File: config.mk
export PLATFORM = sky130hd
export DESIGN_NAME = button_debounce_array
export DESIGN_NICKNAME = d
export VERILOG_FILES = /design/src/rtl/button_debounce_array.sv
export SDC_FILE = /design/constraint.sdc
export NUM_CORES = 1
export LEC_CHECK = 0
export CORE_MARGIN = 4
export CORE_UTILIZATION = 51
export CTS_BUF_LIST = sky130_fd_sc_hd__clkbuf_8
export CTS_CLUSTER_DIAMETER = 50
export DETAILED_ROUTE_END_ITERATION = 12
export GPL_TIMING_DRIVEN = 0
export PLACE_DENSITY = 0.77
export SYNTH_ARGS = -nofsm -noshare
export SYNTH_HDL_FRONTEND = slang
export SYNTH_SLANG_ARGS = --single-unit
export TNS_END_PERCENT = 50
File: constraint.sdc
create_clock -name clk -period 2.6 [get_ports clk]
set_clock_uncertainty 0.2 [all_clocks]
set_input_delay 0.52 -clock clk [delete_from_list [all_inputs] [get_ports clk]]
set_output_delay 0.52 -clock clk [all_outputs]
set_load 0.02 [all_outputs]
File: src/rtl/button_debounce_array.sv
// button_debounce_array
//   Array of independent push-button debouncers. Each channel synchronises its
//   raw input, accepts a new level only after it has been stable for
//   STABLE_CYCLES clocks, and emits registered one-cycle press/release pulses.
//
//   Optional feature: define BUTTON_DEBOUNCE_AUTOREPEAT_EN to compile in a
//   per-channel auto-repeat generator driving btn_repeat. Without the macro
//   btn_repeat is tied to zero and no repeat logic exists.
module button_debounce_array #(
  parameter int CHANNELS      = 5,
  parameter int STABLE_CYCLES = 1000000,
  parameter int SYNC_STAGES   = 2,
  parameter int REPEAT_DELAY  = 50000000,
  parameter int REPEAT_PERIOD = 10000000
) (
  input  logic                clk,
  input  logic                rst_n,
  input  logic [CHANNELS-1:0] btn_in,
  output logic [CHANNELS-1:0] btn_status,
  output logic [CHANNELS-1:0] btn_press,
  output logic [CHANNELS-1:0] btn_release,
  output logic [CHANNELS-1:0] btn_repeat
);

  // Stability counter sizing: it only ever reaches STABLE_CYCLES-1.
  localparam int               CNT_W    = $clog2(STABLE_CYCLES + 1);
  localparam logic [CNT_W-1:0] CNT_LAST = CNT_W'(STABLE_CYCLES - 1);
  localparam logic [CNT_W-1:0] CNT_ONE  = CNT_W'(1);

`ifdef BUTTON_DEBOUNCE_AUTOREPEAT_EN
  // Repeat counter sizing covers the longer of the two repeat intervals.
  localparam int               REP_MAX   = (REPEAT_DELAY > REPEAT_PERIOD) ? REPEAT_DELAY : REPEAT_PERIOD;
  localparam int               REP_W     = $clog2(REP_MAX + 1);
  localparam logic [REP_W-1:0] REP_DELAY_LAST  = REP_W'(REPEAT_DELAY - 1);
  localparam logic [REP_W-1:0] REP_PERIOD_LAST = REP_W'(REPEAT_PERIOD - 1);
  localparam logic [REP_W-1:0] REP_ONE         = REP_W'(1);
`endif

  for (genvar g = 0; g < CHANNELS; g++) begin : g_ch

    logic [SYNC_STAGES-1:0] r_sync;
    logic [CNT_W-1:0]       r_cnt;
    logic                   r_status;
    logic                   r_press;
    logic                   r_release;
    logic                   w_sync;
    logic                   w_differs;
    logic                   w_accept;

    // The last synchroniser stage is the only version of the input used.
    assign w_sync    = r_sync[SYNC_STAGES-1];
    assign w_differs = w_sync ^ r_status;
    // New level accepted once it has differed for STABLE_CYCLES consecutive edges.
    assign w_accept  = w_differs & (r_cnt == CNT_LAST);

    // Metastability synchroniser chain for the raw button level.
    always_ff @(posedge clk or negedge rst_n) begin
      if (!rst_n) begin
        r_sync <= {SYNC_STAGES{1'b0}};
      end else begin
        r_sync <= {r_sync[SYNC_STAGES-2:0], btn_in[g]};
      end
    end

    // Stability counter: runs while input differs, clears on equality or acceptance.
    always_ff @(posedge clk or negedge rst_n) begin
      if (!rst_n) begin
        r_cnt <= {CNT_W{1'b0}};
      end else if (!w_differs || w_accept) begin
        r_cnt <= {CNT_W{1'b0}};
      end else begin
        r_cnt <= r_cnt + CNT_ONE;
      end
    end

    // Debounced level and registered edge pulses, issued on the acceptance edge.
    always_ff @(posedge clk or negedge rst_n) begin
      if (!rst_n) begin
        r_status  <= 1'b0;
        r_press   <= 1'b0;
        r_release <= 1'b0;
      end else begin
        r_press   <= w_accept & ~r_status;
        r_release <= w_accept &  r_status;
        if (w_accept) begin
          r_status <= ~r_status;
        end else begin
          r_status <= r_status;
        end
      end
    end

    assign btn_status[g]  = r_status;
    assign btn_press[g]   = r_press;
    assign btn_release[g] = r_release;

`ifdef BUTTON_DEBOUNCE_AUTOREPEAT_EN
    logic [REP_W-1:0] r_rep_cnt;
    logic             r_rep_phase;  // 0: waiting for first repeat, 1: periodic
    logic             r_repeat;
    logic [REP_W-1:0] w_rep_last;

    assign w_rep_last = r_rep_phase ? REP_PERIOD_LAST : REP_DELAY_LAST;

    // Auto-repeat timer: idle while released, restarts on every level change.
    always_ff @(posedge clk or negedge rst_n) begin
      if (!rst_n) begin
        r_rep_cnt   <= {REP_W{1'b0}};
        r_rep_phase <= 1'b0;
        r_repeat    <= 1'b0;
      end else if (!r_status || w_accept) begin
        r_rep_cnt   <= {REP_W{1'b0}};
        r_rep_phase <= 1'b0;
        r_repeat    <= 1'b0;
      end else if (r_rep_cnt == w_rep_last) begin
        r_rep_cnt   <= {REP_W{1'b0}};
        r_rep_phase <= 1'b1;
        r_repeat    <= 1'b1;
      end else begin
        r_rep_cnt   <= r_rep_cnt + REP_ONE;
        r_rep_phase <= r_rep_phase;
        r_repeat    <= 1'b0;
      end
    end

    assign btn_repeat[g] = r_repeat;
`endif

  end : g_ch

`ifndef BUTTON_DEBOUNCE_AUTOREPEAT_EN
  // Repeat feature not built: output held low.
  assign btn_repeat = {CHANNELS{1'b0}};
`endif

endmodule

Yosys cells after proc, flatten, opt, wreduce, memory -nomap -nowiden
Cells that the tools add are included.
{"block": "op_classes", "addsub": 5, "multipliers": 0, "n_div": 0, "n_lt_le_gt_ge": 0, "eq_ne": 5, "n_shift": 0, "n_mux": 5, "bitwise": 25, "n_reduce_logical": 10}
{"op": "20-bit by 1-bit adder with 20-bit output, second input constant", "count": 5}
{"op": "20-bit == test, second input constant", "count": 5}
{"op": "20-bit 2-to-1 mux", "count": 5}
{"op": "1-bit AND", "count": 15}
{"op": "1-bit logical NOT", "count": 5}
{"op": "1-bit logical OR", "count": 5}
{"op": "1-bit inverter", "count": 5}
{"op": "1-bit XOR", "count": 5}
{"block": "word_totals", "regBits": 125, "latch_bits": 0, "ramBits": 0, "romBits": 0, "elab_cells": 75, "mem_count": 0}

Depth between registers and ports, before layout
{"block": "logic_depth", "depth_word": 4, "ltp_mapped": 7}

Worst setup path after synthesis
No wires, ideal clock.
{"block": "synth_timing", "path_kind": "flip-flop to flip-flop", "start": "register g_ch[2].r_cnt[0]", "end": "register g_ch[2].r_cnt[18]", "setup_ns": 0.077, "t_arrival_ns": 1.942, "path_slack_ns": 0.381, "stages_incl_launch_ff": 7, "n_path_buf": 1, "synth_period_minus_slack_ns": 2.219, "path_cell_list": "dfrtp_1 -> ha_1 -> nand2_1 -> or4_1 -> clkbuf_1 -> or4_1 -> a21oi_1"}
{"block": "synth_via", "elab_chain_len": 4}
{"item": "start, declared", "line_no": "42", "text": "logic [CNT_W-1:0] r_cnt;"}
{"item": "start signal, assigned", "line_no": "68", "text": "r_cnt <= {CNT_W{1'b0}};"}
{"item": "start signal, assigned", "line_no": "70", "text": "r_cnt <= {CNT_W{1'b0}};"}
{"item": "start signal, assigned", "line_no": "72", "text": "r_cnt <= r_cnt + CNT_ONE;"}
{"item": "branches (longest 3 deep; another with 20-bit by 1-bit adder with 20-bit output)"}
{"item": "20-bit 2-to-1 mux *", "line_no": "69", "text": "end else if (!w_differs || w_accept) begin"}
Every way passes the cells marked *.
A chain may end at the register's enable or synchronous reset.

Final worst setup path
{"block": "layout_timing", "start": "register g_ch[4].r_cnt[13]", "end": "register g_ch[4].r_cnt[2]"}
{"block": "layout_via", "elab_chain_len": 4}
{"item": "start, declared", "line_no": "42"}
{"item": "start signal, assigned", "line_no": "68"}
{"item": "start signal, assigned", "line_no": "70"}
{"item": "start signal, assigned", "line_no": "72"}
{"item": "20-bit == test", "line_no": "54", "text": "assign w_accept = w_differs & (r_cnt == CNT_LAST);"}
{"item": "1-bit AND", "line_no": "54"}
{"item": "1-bit logical OR", "line_no": "69"}
{"item": "20-bit 2-to-1 mux", "line_no": "69"}
No other way between the ends.

==> results.sh <==
export IMPL_status="complete, no violations"
export IMPL_yosys_top_cells_area="dfrtp_1 52%, xnor2_1 5.7%, nor2_1 4.6%"
export IMPL_area_growth_pct=13.1
export IMPL_cp_data_required_time_ps=2700
export IMPL_hold_viol_final=0
export IMPL_yosys_area_top_type="dfrtp_1"
export IMPL_maxSlewViolCount=0
export IMPL_ys_types=48
export IMPL_clockBufferDepth=2
export IMPL_synth_cell_area_um2=5990
export IMPL_synthArstFlopShare_pct=100
export IMPL_finish_net_count=649
export IMPL_ios=27
export IMPL_finalCriticalPeriod_ps=2440
export IMPL_clkPwrFrac_pct=39.4
export IMPL_cts_sinks=125
export IMPL_synth_edff_count=0
export IMPL_ys_dominant_reg_cell="dfrtp_1"
export IMPL_worstHoldPathCells=0
export IMPL_setup_tns_ps=0
export IMPL_busiest_layer="met2"
export IMPL_htreeDepth=4
export IMPL_crit_type="reg2reg"
export IMPL_comb_power_share_pct=3.8
export IMPL_cap_violations=0
export IMPL_crit_fanout=10
export IMPL_cts_buffers=17
export IMPL_synth_xor_area_share_pct=9.07
export IMPL_p_per_area_nw_per_um2=520
export IMPL_tightest_slew_ps=621
export IMPL_use_met1_pct=20.7
export IMPL_cp_cell_sequence="or4_1, nor4_1, a31o_2, clkbuf_1, nor2_1"
export IMPL_fillers=945
export IMPL_place_ws_ps=106
export IMPL_p_total_mw=3.52
export IMPL_synth_simple_area_share_pct=24.5
export IMPL_drt_vias_per_instance=5.51
export IMPL_wl_per_cell_um=13.5
export IMPL_die_area_um2=13500
export IMPL_path_buf_inv=1
export IMPL_path_depth=5
export IMPL_port_buffers=21
export IMPL_initial_core_util_pct=52.2
export IMPL_grt_pass1_vias=4419
export IMPL_ys_seq_elements=125
export IMPL_worstSkewPairLatency_ps=430
export IMPL_core_area_um2=11500
export IMPL_antenna_found_initial=0
export IMPL_die_h_um=116
export IMPL_drtPass1Iterations=5
export IMPL_worstRegToRegCells=5
export IMPL_synthMuxAreaShare_pct=1.11
export IMPL_yosys_top_cells_count="125 x dfrtp_1, 73 x nor2_1, 39 x xnor2_1"
export IMPL_power_switching_uw=824
export IMPL_pwr_share_seq_pct=56.8
export IMPL_grt_pass1_wl_mm=18.8
export IMPL_rsz0062_at_grt="no"
export IMPL_synth_top_area_share_pct=52.3
export IMPL_drc=0
export IMPL_cp_start_kind="flip-flop"
export IMPL_setup_viol=0
export IMPL_use_met2_pct=29.0
export IMPL_slowest_stage="or4_1"
export IMPL_synth_compound_area_share_pct=7.00
export IMPL_hpwl_mm=7.25
export IMPL_synth_adder_area_share_pct=1.05
export IMPL_place_congestion=0.841
export IMPL_slew_headroom_pct=58.2
export IMPL_grt_total_usage_pct=17.0
export IMPL_gr_total_overflow=0
export IMPL_dpl_cell_count=760
export IMPL_fin_crit_sh_pct=94.0
export IMPL_irDropWorstVdd_v=0.000535
export IMPL_crit_arrival_ps=2540
export IMPL_num_vias=4361
export IMPL_rows=39
export IMPL_synth_most_common_cell="dfrtp_1"
export IMPL_routed_wl_mm=10.7
export IMPL_setup_ws_ps=156
export IMPL_swShare_pct=23.4
export IMPL_die_width_um=116
export IMPL_synth_top_family_by_area="simple AND/OR/NAND/NOR gates"
export IMPL_path_clk_slew_ps=70
export IMPL_ys_warn_count=0
export IMPL_grt_max_degree=75
export IMPL_internal_power_mw=2.69
export IMPL_cp_slowest_stage_delay_ps=520
export IMPL_hold_path_class="reg2reg"
export IMPL_drive_gt1_share_pct=12.8
export IMPL_drt_initial_drc_count=276
export IMPL_fmax_mhz=409
export IMPL_antenna_left=0
export IMPL_cp_end_kind="flip-flop"
export IMPL_seq_area_frac_synth_pct=52.3
export IMPL_num_antenna_cells=0
export IMPL_root_buffer="clkbuf_8"
export IMPL_met3_usage_pct=5.28
export IMPL_cts_tree="yes"
export IMPL_critPathTopFamily="simple AND/OR/NAND/NOR gates"
export IMPL_layoutNonFillerInstCount=791
export IMPL_postSynthCellCount=591
export IMPL_synth_area_per_cell_um2=10.1
export IMPL_p_leak_nw=2.72
[metal layers]
layer	vias up	routed length (µm)
met3	16	365
met1	2123	4890
met4	0	148
met2	61	5270
li1	2161	-
met5	-	0
[cell type report]
cell class / instances / area [µm²] / share of cell area (%)
buffer: 36 / 224 / 3.31
clock buffer: 19 / 262 / 3.86
clock inverter: 11 / 56.3 / 0.832
inverter: 20 / 75.1 / 1.11
multi-input combinational: 414 / 2590 / 38.3
sequential: 125 / 3130 / 46.2
tap: 143 / 179 / 2.64
timing repair buffer: 23 / 249 / 3.68
[final timing paths]
path | slack, ps | to | start
hold reg to reg | 150 | g_ch[4].r_sync[1] | g_ch[4].r_sync[0]
setup reg to reg | 160 | g_ch[4].r_cnt[2] | g_ch[4].r_cnt[13]
hold / removal | 150 | g_ch[4].r_sync[1] | g_ch[4].r_sync[0]
setup / recovery | 160 | g_ch[4].r_cnt[2] | g_ch[4].r_cnt[13]
max in group asynchronous | 1090 | g_ch[1].r_release | rst_n
min in group asynchronous | 400 | g_ch[2].r_cnt[19] | rst_n
[power groups by stage]
stage	clock (mW)	combinational, mW	sequential [mW]
6_report	1.39	0.133	2.00
5_1_grt	1.51	0.153	2.00
4_1_cts	1.42	0.137	2.00
3_5_place_dp	0	0.135	2.03
3_3_place_gp	0	0.127	2.03
2_1_floorplan	0	0.0675	2.03
[worst reg2reg max path: stages (launching register included)]
cell and delay, ps:
dfrtp_1 410, or4_1 520, nor4_1 460, a31o_2 240, clkbuf_1 380, nor2_1 100
[sequential cells by signal (all words and copies together), names as in the netlist]
name / flops
g_ch.r_cnt: 100
g_ch.r_press: 5
g_ch.r_status: 5
g_ch.r_sync: 10
g_ch.r_release: 5
[cell families after synthesis]
| kind of cell | count (synthesis) |
|---|---|
| and+or+nand+nor | 267 |
| DFF | 125 |
| AOI/OAI and AO/OA | 69 |
| xor gates and xnor gates | 62 |
| buffers and inverters | 56 |
| muxes | 6 |
| adders and majority gates | 5 |
| other | 1 |
[through the flow]
stage,area (µm²),hold slack [ps],utilization (%)
final,6770,151,59.0
after global routing,6770,164,59.0
after CTS,6750,152,58.8
after detailed placement,6420,136,56.0
after global placement,6390,135,55.7
after floorplan,6000,24.4,-
[what timing repair did]
action	CTS	global route
setup buffers	0	0
hold endpoints to repair	51	0
endpoints found under the setup margin	0	18
hold buffers	1	0
resized for setup	0	3
[cell usage in the layout (no fill, tap or decap), types with 9 or more instances in the layout]
cell type	count
or4_1	25
o31ai_1	13
a21oi_1	29
nor3_1	16
nor2_1	73
inv_1	23
clkbuf_1	9
o21ai_0	17
clkbuf_8	19
xor2_1	23
or3_1	15
buf_4	22
nand2_1	29
nand3_1	33
nor3b_1	11
xnor2_1	39
nand4_1	15
nor4_1	12
clkdlybuf4s50_1	20
and3_1	9
dfrtp_1	125
(Power assumes the default switching activity.)
